**config.mk**
```make
export PLATFORM = sky130hd
export DESIGN_NAME = cva6_tlb_miss_arbiter
export DESIGN_NICKNAME = d
export VERILOG_FILES = /design/src/rtl/cva6_tlb_miss_pkg.sv /design/src/rtl/cva6_tlb_miss_slot.sv /design/src/rtl/cva6_tlb_miss_arbiter.sv
export SDC_FILE = /design/constraint.sdc
export NUM_CORES = 1
export LEC_CHECK = 0
export ABC_CLOCK_PERIOD_IN_PS = 2100
export CAP_MARGIN = 20
export CORE_AREA = 2 2 139 141
export DETAILED_ROUTE_END_ITERATION = 7
export DIE_AREA = 0 0 141 143
export PLACE_DENSITY = 0.76
export SYNTH_ARGS = -nofsm -noshare
export SYNTH_HDL_FRONTEND = slang
export SYNTH_SLANG_ARGS = --single-unit
export TNS_END_PERCENT = 50
```
**constraint.sdc**
```tcl
create_clock -name clk_i -period 2.1 [get_ports clk_i]
set_input_delay 0.525 -clock clk_i [delete_from_list [all_inputs] [get_ports clk_i]]
set_output_delay 0.525 -clock clk_i [all_outputs]
set_load 0.005 [all_outputs]
```
**src/rtl/cva6_tlb_miss_pkg.sv**
```systemverilog
// Shared types and constants for the ITLB/DTLB miss arbiter.
package cva6_tlb_miss_pkg;

  // Arbiter control states.
  typedef enum logic [1:0] {
    IDLE  = 2'd0,
    REQ   = 2'd1,
    WAIT  = 2'd2,
    DRAIN = 2'd3
  } state_e;

  // Miss sources. The encoding doubles as the slot index (0 = ITLB, 1 = DTLB).
  typedef enum logic {
    REQ_ITLB = 1'b0,
    REQ_DTLB = 1'b1
  } requester_e;

  localparam int unsigned PERF_CNT_W = 32;

  // Wrapping event counter step.
  function automatic logic [PERF_CNT_W-1:0] perf_inc(input logic [PERF_CNT_W-1:0] cnt,
                                                     input logic                  en);
    return en ? cnt + 1'b1 : cnt;
  endfunction

endpackage

```
**src/rtl/cva6_tlb_miss_slot.sv**
```systemverilog
// Single-entry miss capture register: holds one outstanding miss vaddr per TLB.
// A miss is taken only when the slot is empty and no flush is active; later
// misses while occupied are dropped.
module cva6_tlb_miss_slot
  import cva6_tlb_miss_pkg::*;
#(
  parameter int unsigned VLEN = 39
) (
  input  logic            clk_i,
  input  logic            rst_ni,
  input  logic            miss_i,
  input  logic [VLEN-1:0] vaddr_i,
  input  logic            flush_i,
  input  logic            clear_i,
  output logic            valid_o,
  output logic [VLEN-1:0] vaddr_o,
  output logic            capture_o
);

  logic            valid_q, valid_d;
  logic [VLEN-1:0] vaddr_q, vaddr_d;
  logic            capture;

  assign capture = miss_i & ~valid_q & ~flush_i;

  // Next slot contents: flush beats clear beats capture.
  always_comb begin
    valid_d = valid_q;
    vaddr_d = vaddr_q;
    if (flush_i) begin
      valid_d = 1'b0;
    end else if (clear_i) begin
      valid_d = 1'b0;
    end else if (capture) begin
      valid_d = 1'b1;
      vaddr_d = vaddr_i;
    end
  end

  // Slot state register.
  always_ff @(posedge clk_i or negedge rst_ni) begin
    if (!rst_ni) begin
      valid_q <= 1'b0;
      vaddr_q <= '0;
    end else begin
      valid_q <= valid_d;
      vaddr_q <= vaddr_d;
    end
  end

  assign valid_o   = valid_q;
  assign vaddr_o   = vaddr_q;
  assign capture_o = capture;

endmodule

```
**src/rtl/cva6_tlb_miss_arbiter.sv**
```systemverilog
// ITLB/DTLB miss arbiter in front of the shared-TLB/PTW request path.
// One outstanding miss per source, round-robin grant, a single walk in
// flight, one-cycle update pulse back to the originating TLB, and flush
// handling that drains an already-accepted walk without reporting it.
// Optional build macro TLB_MISS_PERF_CNT_EN adds three 32-bit perf counters;
// without it the perf outputs are tied to zero.
module cva6_tlb_miss_arbiter
  import cva6_tlb_miss_pkg::*;
#(
  parameter int unsigned VLEN        = 39,
  parameter int unsigned UPD_W       = 64,
  parameter int unsigned PAGE_OFFSET = 12
) (
  input  logic                  clk_i,
  input  logic                  rst_ni,
  input  logic                  flush_i,
  input  logic                  itlb_miss_i,
  input  logic [VLEN-1:0]       itlb_vaddr_i,
  input  logic                  dtlb_miss_i,
  input  logic [VLEN-1:0]       dtlb_vaddr_i,
  output logic                  itlb_busy_o,
  output logic                  dtlb_busy_o,
  output logic                  ptw_req_valid_o,
  input  logic                  ptw_req_ready_i,
  output logic [VLEN-1:0]       ptw_req_vaddr_o,
  output logic                  ptw_req_is_itlb_o,
  input  logic                  ptw_rsp_valid_i,
  input  logic [UPD_W-1:0]      ptw_rsp_i,
  input  logic                  ptw_rsp_error_i,
  output logic                  itlb_update_valid_o,
  output logic                  dtlb_update_valid_o,
  output logic [UPD_W-1:0]      update_o,
  output logic                  update_error_o,
  output logic [PERF_CNT_W-1:0] perf_itlb_miss_o,
  output logic [PERF_CNT_W-1:0] perf_dtlb_miss_o,
  output logic [PERF_CNT_W-1:0] perf_wait_cycles_o
);

  localparam logic [VLEN-1:0] PAGE_MASK = {{(VLEN-PAGE_OFFSET){1'b1}}, {PAGE_OFFSET{1'b0}}};

  // Per-source slot wiring, indexed by requester_e.
  logic [1:0]      slot_miss;
  logic [1:0]      slot_clear;
  logic [1:0]      slot_valid;
  logic [1:0]      slot_capture;
  logic [VLEN-1:0] slot_vaddr_in [2];
  logic [VLEN-1:0] slot_vaddr    [2];

  assign slot_miss[REQ_ITLB]     = itlb_miss_i;
  assign slot_miss[REQ_DTLB]     = dtlb_miss_i;
  assign slot_vaddr_in[REQ_ITLB] = itlb_vaddr_i;
  assign slot_vaddr_in[REQ_DTLB] = dtlb_vaddr_i;

  for (genvar gi = 0; gi < 2; gi++) begin : g_slot
    cva6_tlb_miss_slot #(
      .VLEN (VLEN)
    ) i_slot (
      .clk_i     (clk_i),
      .rst_ni    (rst_ni),
      .miss_i    (slot_miss[gi]),
      .vaddr_i   (slot_vaddr_in[gi]),
      .flush_i   (flush_i),
      .clear_i   (slot_clear[gi]),
      .valid_o   (slot_valid[gi]),
      .vaddr_o   (slot_vaddr[gi]),
      .capture_o (slot_capture[gi])
    );
  end

  // Control state and latched request / response.
  state_e           state_q, state_d;
  requester_e       last_q, last_d;       // source granted most recently
  requester_e       req_src_q, req_src_d; // origin of the walk in flight
  logic [VLEN-1:0]  req_vaddr_q, req_vaddr_d;
  logic [1:0]       upd_valid_q, upd_valid_d;
  logic [UPD_W-1:0] update_q, update_d;
  logic             update_error_q, update_error_d;
  requester_e       gnt;

  // Next-state, grant, slot release and response capture.
  always_comb begin
    state_d        = state_q;
    last_d         = last_q;
    req_src_d      = req_src_q;
    req_vaddr_d    = req_vaddr_q;
    upd_valid_d    = 2'b00;
    update_d       = update_q;
    update_error_d = update_error_q;
    slot_clear     = 2'b00;
    gnt            = REQ_DTLB;

    case (state_q)
      IDLE: begin
        // A flush in the same cycle empties the slots, so nothing is granted.
        if (!flush_i && (slot_valid != 2'b00)) begin
          if (slot_valid == 2'b11) begin
            gnt = (last_q == REQ_ITLB) ? REQ_DTLB : REQ_ITLB;
          end else begin
            gnt = slot_valid[REQ_ITLB] ? REQ_ITLB : REQ_DTLB;
          end
          last_d      = gnt;
          req_src_d   = gnt;
          req_vaddr_d = slot_vaddr[gnt] & PAGE_MASK;
          state_d     = REQ;
        end
      end

      REQ: begin
        if (flush_i) begin
          // Accepted walks must still be drained; unaccepted ones are withdrawn.
          state_d = ptw_req_ready_i ? DRAIN : IDLE;
        end else if (ptw_req_ready_i) begin
          state_d = WAIT;
        end
      end

      WAIT: begin
        if (flush_i) begin
          // A response arriving with the flush is the one in flight: drop it.
          state_d = ptw_rsp_valid_i ? IDLE : DRAIN;
        end else if (ptw_rsp_valid_i) begin
          upd_valid_d[req_src_q] = 1'b1;
          update_d               = ptw_rsp_i;
          update_error_d         = ptw_rsp_error_i;
          slot_clear[req_src_q]  = 1'b1;
          state_d                = IDLE;
        end
      end

      DRAIN: begin
        if (ptw_rsp_valid_i) begin
          state_d = IDLE;
        end
      end

      default: begin
        state_d = IDLE;
      end
    endcase
  end

  // Control and response registers; reset favours DTLB on the first tie.
  always_ff @(posedge clk_i or negedge rst_ni) begin
    if (!rst_ni) begin
      state_q        <= IDLE;
      last_q         <= REQ_ITLB;
      req_src_q      <= REQ_DTLB;
      req_vaddr_q    <= '0;
      upd_valid_q    <= 2'b00;
      update_q       <= '0;
      update_error_q <= 1'b0;
    end else begin
      state_q        <= state_d;
      last_q         <= last_d;
      req_src_q      <= req_src_d;
      req_vaddr_q    <= req_vaddr_d;
      upd_valid_q    <= upd_valid_d;
      update_q       <= update_d;
      update_error_q <= update_error_d;
    end
  end

  assign itlb_busy_o         = slot_valid[REQ_ITLB];
  assign dtlb_busy_o         = slot_valid[REQ_DTLB];
  assign ptw_req_valid_o     = (state_q == REQ);
  assign ptw_req_vaddr_o     = req_vaddr_q;
  assign ptw_req_is_itlb_o   = (req_src_q == REQ_ITLB);
  assign itlb_update_valid_o = upd_valid_q[REQ_ITLB];
  assign dtlb_update_valid_o = upd_valid_q[REQ_DTLB];
  assign update_o            = update_q;
  assign update_error_o      = update_error_q;

`ifdef TLB_MISS_PERF_CNT_EN
  logic [PERF_CNT_W-1:0] perf_itlb_q, perf_itlb_d;
  logic [PERF_CNT_W-1:0] perf_dtlb_q, perf_dtlb_d;
  logic [PERF_CNT_W-1:0] perf_wait_q, perf_wait_d;

  // Count captures per source and cycles spent with a walk requested or pending.
  always_comb begin
    perf_itlb_d = perf_inc(perf_itlb_q, slot_capture[REQ_ITLB]);
    perf_dtlb_d = perf_inc(perf_dtlb_q, slot_capture[REQ_DTLB]);
    perf_wait_d = perf_inc(perf_wait_q, (state_q == REQ) || (state_q == WAIT));
  end

  // Counter registers; only reset clears them, flush does not.
  always_ff @(posedge clk_i or negedge rst_ni) begin
    if (!rst_ni) begin
      perf_itlb_q <= '0;
      perf_dtlb_q <= '0;
      perf_wait_q <= '0;
    end else begin
      perf_itlb_q <= perf_itlb_d;
      perf_dtlb_q <= perf_dtlb_d;
      perf_wait_q <= perf_wait_d;
    end
  end

  assign perf_itlb_miss_o   = perf_itlb_q;
  assign perf_dtlb_miss_o   = perf_dtlb_q;
  assign perf_wait_cycles_o = perf_wait_q;
`else
  logic unused_capture;
  assign unused_capture     = ^slot_capture;
  assign perf_itlb_miss_o   = '0;
  assign perf_dtlb_miss_o   = '0;
  assign perf_wait_cycles_o = '0;
`endif

endmodule
```
==> metrics.txt <==
element type at the critical path end output port; highest attainable clock frequency 502 MHz; remaining antenna violation count after routing 0; data required time at the worst endpoint 1.57 ns; slew at the pin closest to its max-slew limit 0.730 ns; area fraction in compound gates after synthesis 0.0820; root buffer cell sky130_fd_sc_hd__clkbuf_16; part of the cycle the worst path needs 0.948; maximum number of pins on one net before global-route repair 47; DIE AREA 20200 um^2; post-placement worst setup slack -0.112 ns; hold crit path type input pin to async pin; clock-pin transition on the worst setup and hold timing paths 0.07 ns; sum of internal, switching and leakage power 12.4 mW; filler instances 1589; count of pins over their slew limit 0; post-synthesis adder-cell area fraction 0; setup repair after global routing missed its margin no; clock tree from TritonCTS yes; HPWL Detailed 13.0 mm; final weighted congestion in routability-driven placement 0.749; CTS buffer count 17; sequential cell area fraction in the yosys report 0.560; accumulated negative setup slack 0 ns; worst-case vdd ir drop 843 uV; total grt overflow 0; area taken by multi-input logic gates 2470 um^2; first-pass iteration count of the detailed router 4; total power density per cell area 1270 nW/um^2; Max FO, Critical Path 6; overall fraction of global-route tracks in use 0.176; share of cell area taken by muxes after synthesis 0.196; clock period minus final worst setup slack 1.99 ns; total of hold buffers inserted after clock tree synthesis 0; Post-Syn Area 6880 um^2; Reg area 3860 um^2; quantity of I/O buffers inserted on ports 223; maximum clock skew at final layout 0.0136 ns; number of standard-cell rows in the floorplan 50; count of synthesis-stage warnings from yosys 0; share of final-layout standard cells stronger than drive strength 1 0.252; initial antenna violation count 0; register bit count reported by yosys 154; primary flip-flop cell chosen by synthesis mapping sky130_fd_sc_hd__dfrtp_1; Syn Inst Count 496; Initial Util 0.370; kind of critical path flip-flop to output port; static power due to leakage 4.22 nW; basic-gate share of the synthesized area counting and, or, nand and nor cells 0.0166; Synth-to-Final Area Change 42.3%; Horiz. Die Dim 141 um; result of the run complete, no violations; Arr. time, crit path 1.47 ns; sink count of the clock tree 154; I/O pin count 356; total number of vias 4518; post-layout utilization of the core 0.527; worst slew margin relative to its limit 0.513; Skew-Pair Late Insertion Delay 0.42 ns; routed via count divided by cell count 4.61; Iter 0 DRT Violations 110; number of global-route vias before repair 4750; Core Footprint 18600 um^2; first-pass GRT wire length 26.7 mm; Worst setup SP type flip-flop; length in cells of the worst reg-to-reg path 3; main combinational cell family by area after synthesis multiplexers; total of max-cap violations 0; count of distinct cell types in the synthesized netlist 27; number of hold violations in the final report 0; Avg Inst Size Synth 13.9 um^2; CTS H-tree lvls 4; DRC Markers 0; DR WL/cell 17.9 um; post-placement cell count 949; number of antenna cells inserted 0; final standard cell count with taps included and fillers excluded 981; floorplan die height 143 um; clk buf depth 2; Worst Setup Slack, final 0.108 ns; # nets final 885; Setup-failing EPs final 0; fraction of synthesis flops using an asynchronous set or reset pin 1.00; final wirelength 17.5 mm; XOR/XNOR share of the synthesized area 0.00127; EDFF count, synth 0
## stage by stage
step	hold slack [ns]	area, um^2
detailed placement	0.466	9190
finish	0.0105	9790
CTS	0.00997	9780
floorplan	0.229	7280
global placement	0.465	9190
global route	0.0220	9790
## final cells by class
type	instances	share of cell area
repair buffers	247	0.262
multi-input cells	312	0.253
inverters	3	0.00115
clock buffers	17	0.0435
well taps	234	0.0299
flip-flops and latches	154	0.394
clock inverters	14	0.0167
## critical path, stage by stage (launching register included)
cell and delay, ns:
sky130_fd_sc_hd__dfstp_2 0.54, sky130_fd_sc_hd__inv_2 0.07, sky130_fd_sc_hd__clkdlybuf4s50_1 0.44
## metal layers
layer / vias up / GRT usage / part of all wire / wire, um
met2: 238 / 0.300 / 0.51 / 8860
met5: - / 0 / 0 / 0
li1: 2033 / - / - / -
met1: 2229 / 0.197 / 0.38 / 6660
met3: 18 / 0.0744 / 0.095 / 1660
met4: 0 / 0.0658 / 0.020 / 354
## sequential cells by signal, summed over array words and instances (netlist names)
signal                 cells
state_q                    2
update_o                  64
last_q                     1
ptw_req_vaddr_o           27
req_src_q                  1
g_slot.i_slot.valid_o      2
update_error_o             1
upd_valid_q                2
g_slot.i_slot.vaddr_o     54
## worst paths after layout
| kind | slack (ns) | end | from |
|---|---|---|---|
| setup / recovery | 0.11 | ptw_req_is_itlb_o | req_src_q$_DFFE_PN1P_ |
| hold / removal | 0.01 | update_o[54]$_DFFE_PN0P_ | rst_ni |
| setup reg to reg | 0.38 | ptw_req_vaddr_o[36]$_DFFE_PN0P_ | g_slot[1].i_slot.valid_o$_DFFE_PN0P_ |
| hold reg to reg | 0.51 | update_o[30]$_DFFE_PN0P_ | update_o[30]$_DFFE_PN0P_ |
| max in group asynchronous | 1.43 | req_src_q$_DFFE_PN1P_ | rst_ni |
| min in group clk_i | 0.51 | update_o[30]$_DFFE_PN0P_ | update_o[30]$_DFFE_PN0P_ |
## cells in the final DEF, fill, tap and decap left out, drive strengths merged
cell type	instances
mux2	120
dfstp	1
clkinv	5
inv	9
a31oi	1
o32ai	27
clkbuf	17
and2	1
o31a	1
nor3	6
buf	25
o21ai	2
nor2	9
dlygate4sd2	1
conb	108
a21bo	1
bufinv	2
clkinvlp	1
xnor2	1
nand3b	1
o211ai	2
clkdlybuf4s50	221
a2bb2oi	27
a22o	1
a21oi	1
nor2b	3
dfrtp	153
## timing repair
item                                    in CTS  in global routing
setup buffers                                0                  1
cloned                                       0                  0
resized for setup                            5                  1
endpoints found under the setup margin       2                  2
## report_power, final
group / leakage, nW / total [mW] / internal, mW / switching, mW
sequential: 1.82 / 4.91 / 4.18 / 0.726
combinational: 2.11 / 4.40 / 2.94 / 1.46
clock: 0.290 / 3.10 / 1.78 / 1.32
total: 4.22 / 12.4 / 8.90 / 3.50
## logic make-up after synthesis
family | after synthesis
other | 1
AOI/OAI and AO/OA | 63
buffers and inverters | 137
and+or+nand+nor | 20
DFF | 154
xor gates and xnor gates | 1
muxes | 120
## cells in the mapped netlist, types with 2 or more instances
library cell	instances	area (um^2)
sky130_fd_sc_hd__nor2_1	9	33.8
sky130_fd_sc_hd__a2bb2oi_1	27	236
sky130_fd_sc_hd__o21ai_0	2	10.0
sky130_fd_sc_hd__mux2_1	2	22.5
sky130_fd_sc_hd__buf_2	8	40.0
sky130_fd_sc_hd__nor3_1	5	25.0
sky130_fd_sc_hd__buf_6	4	45.0
sky130_fd_sc_hd__mux2_2	118	1330
sky130_fd_sc_hd__nor2b_1	3	18.8
sky130_fd_sc_hd__o32ai_1	27	236
sky130_fd_sc_hd__clkbuf_1	8	30.0
sky130_fd_sc_hd__buf_4	114	856
sky130_fd_sc_hd__o211ai_4	2	42.5
sky130_fd_sc_hd__inv_1	2	7.51
sky130_fd_sc_hd__dfrtp_1	153	3830
Note: power is estimated with default switching activity, not from simulation.
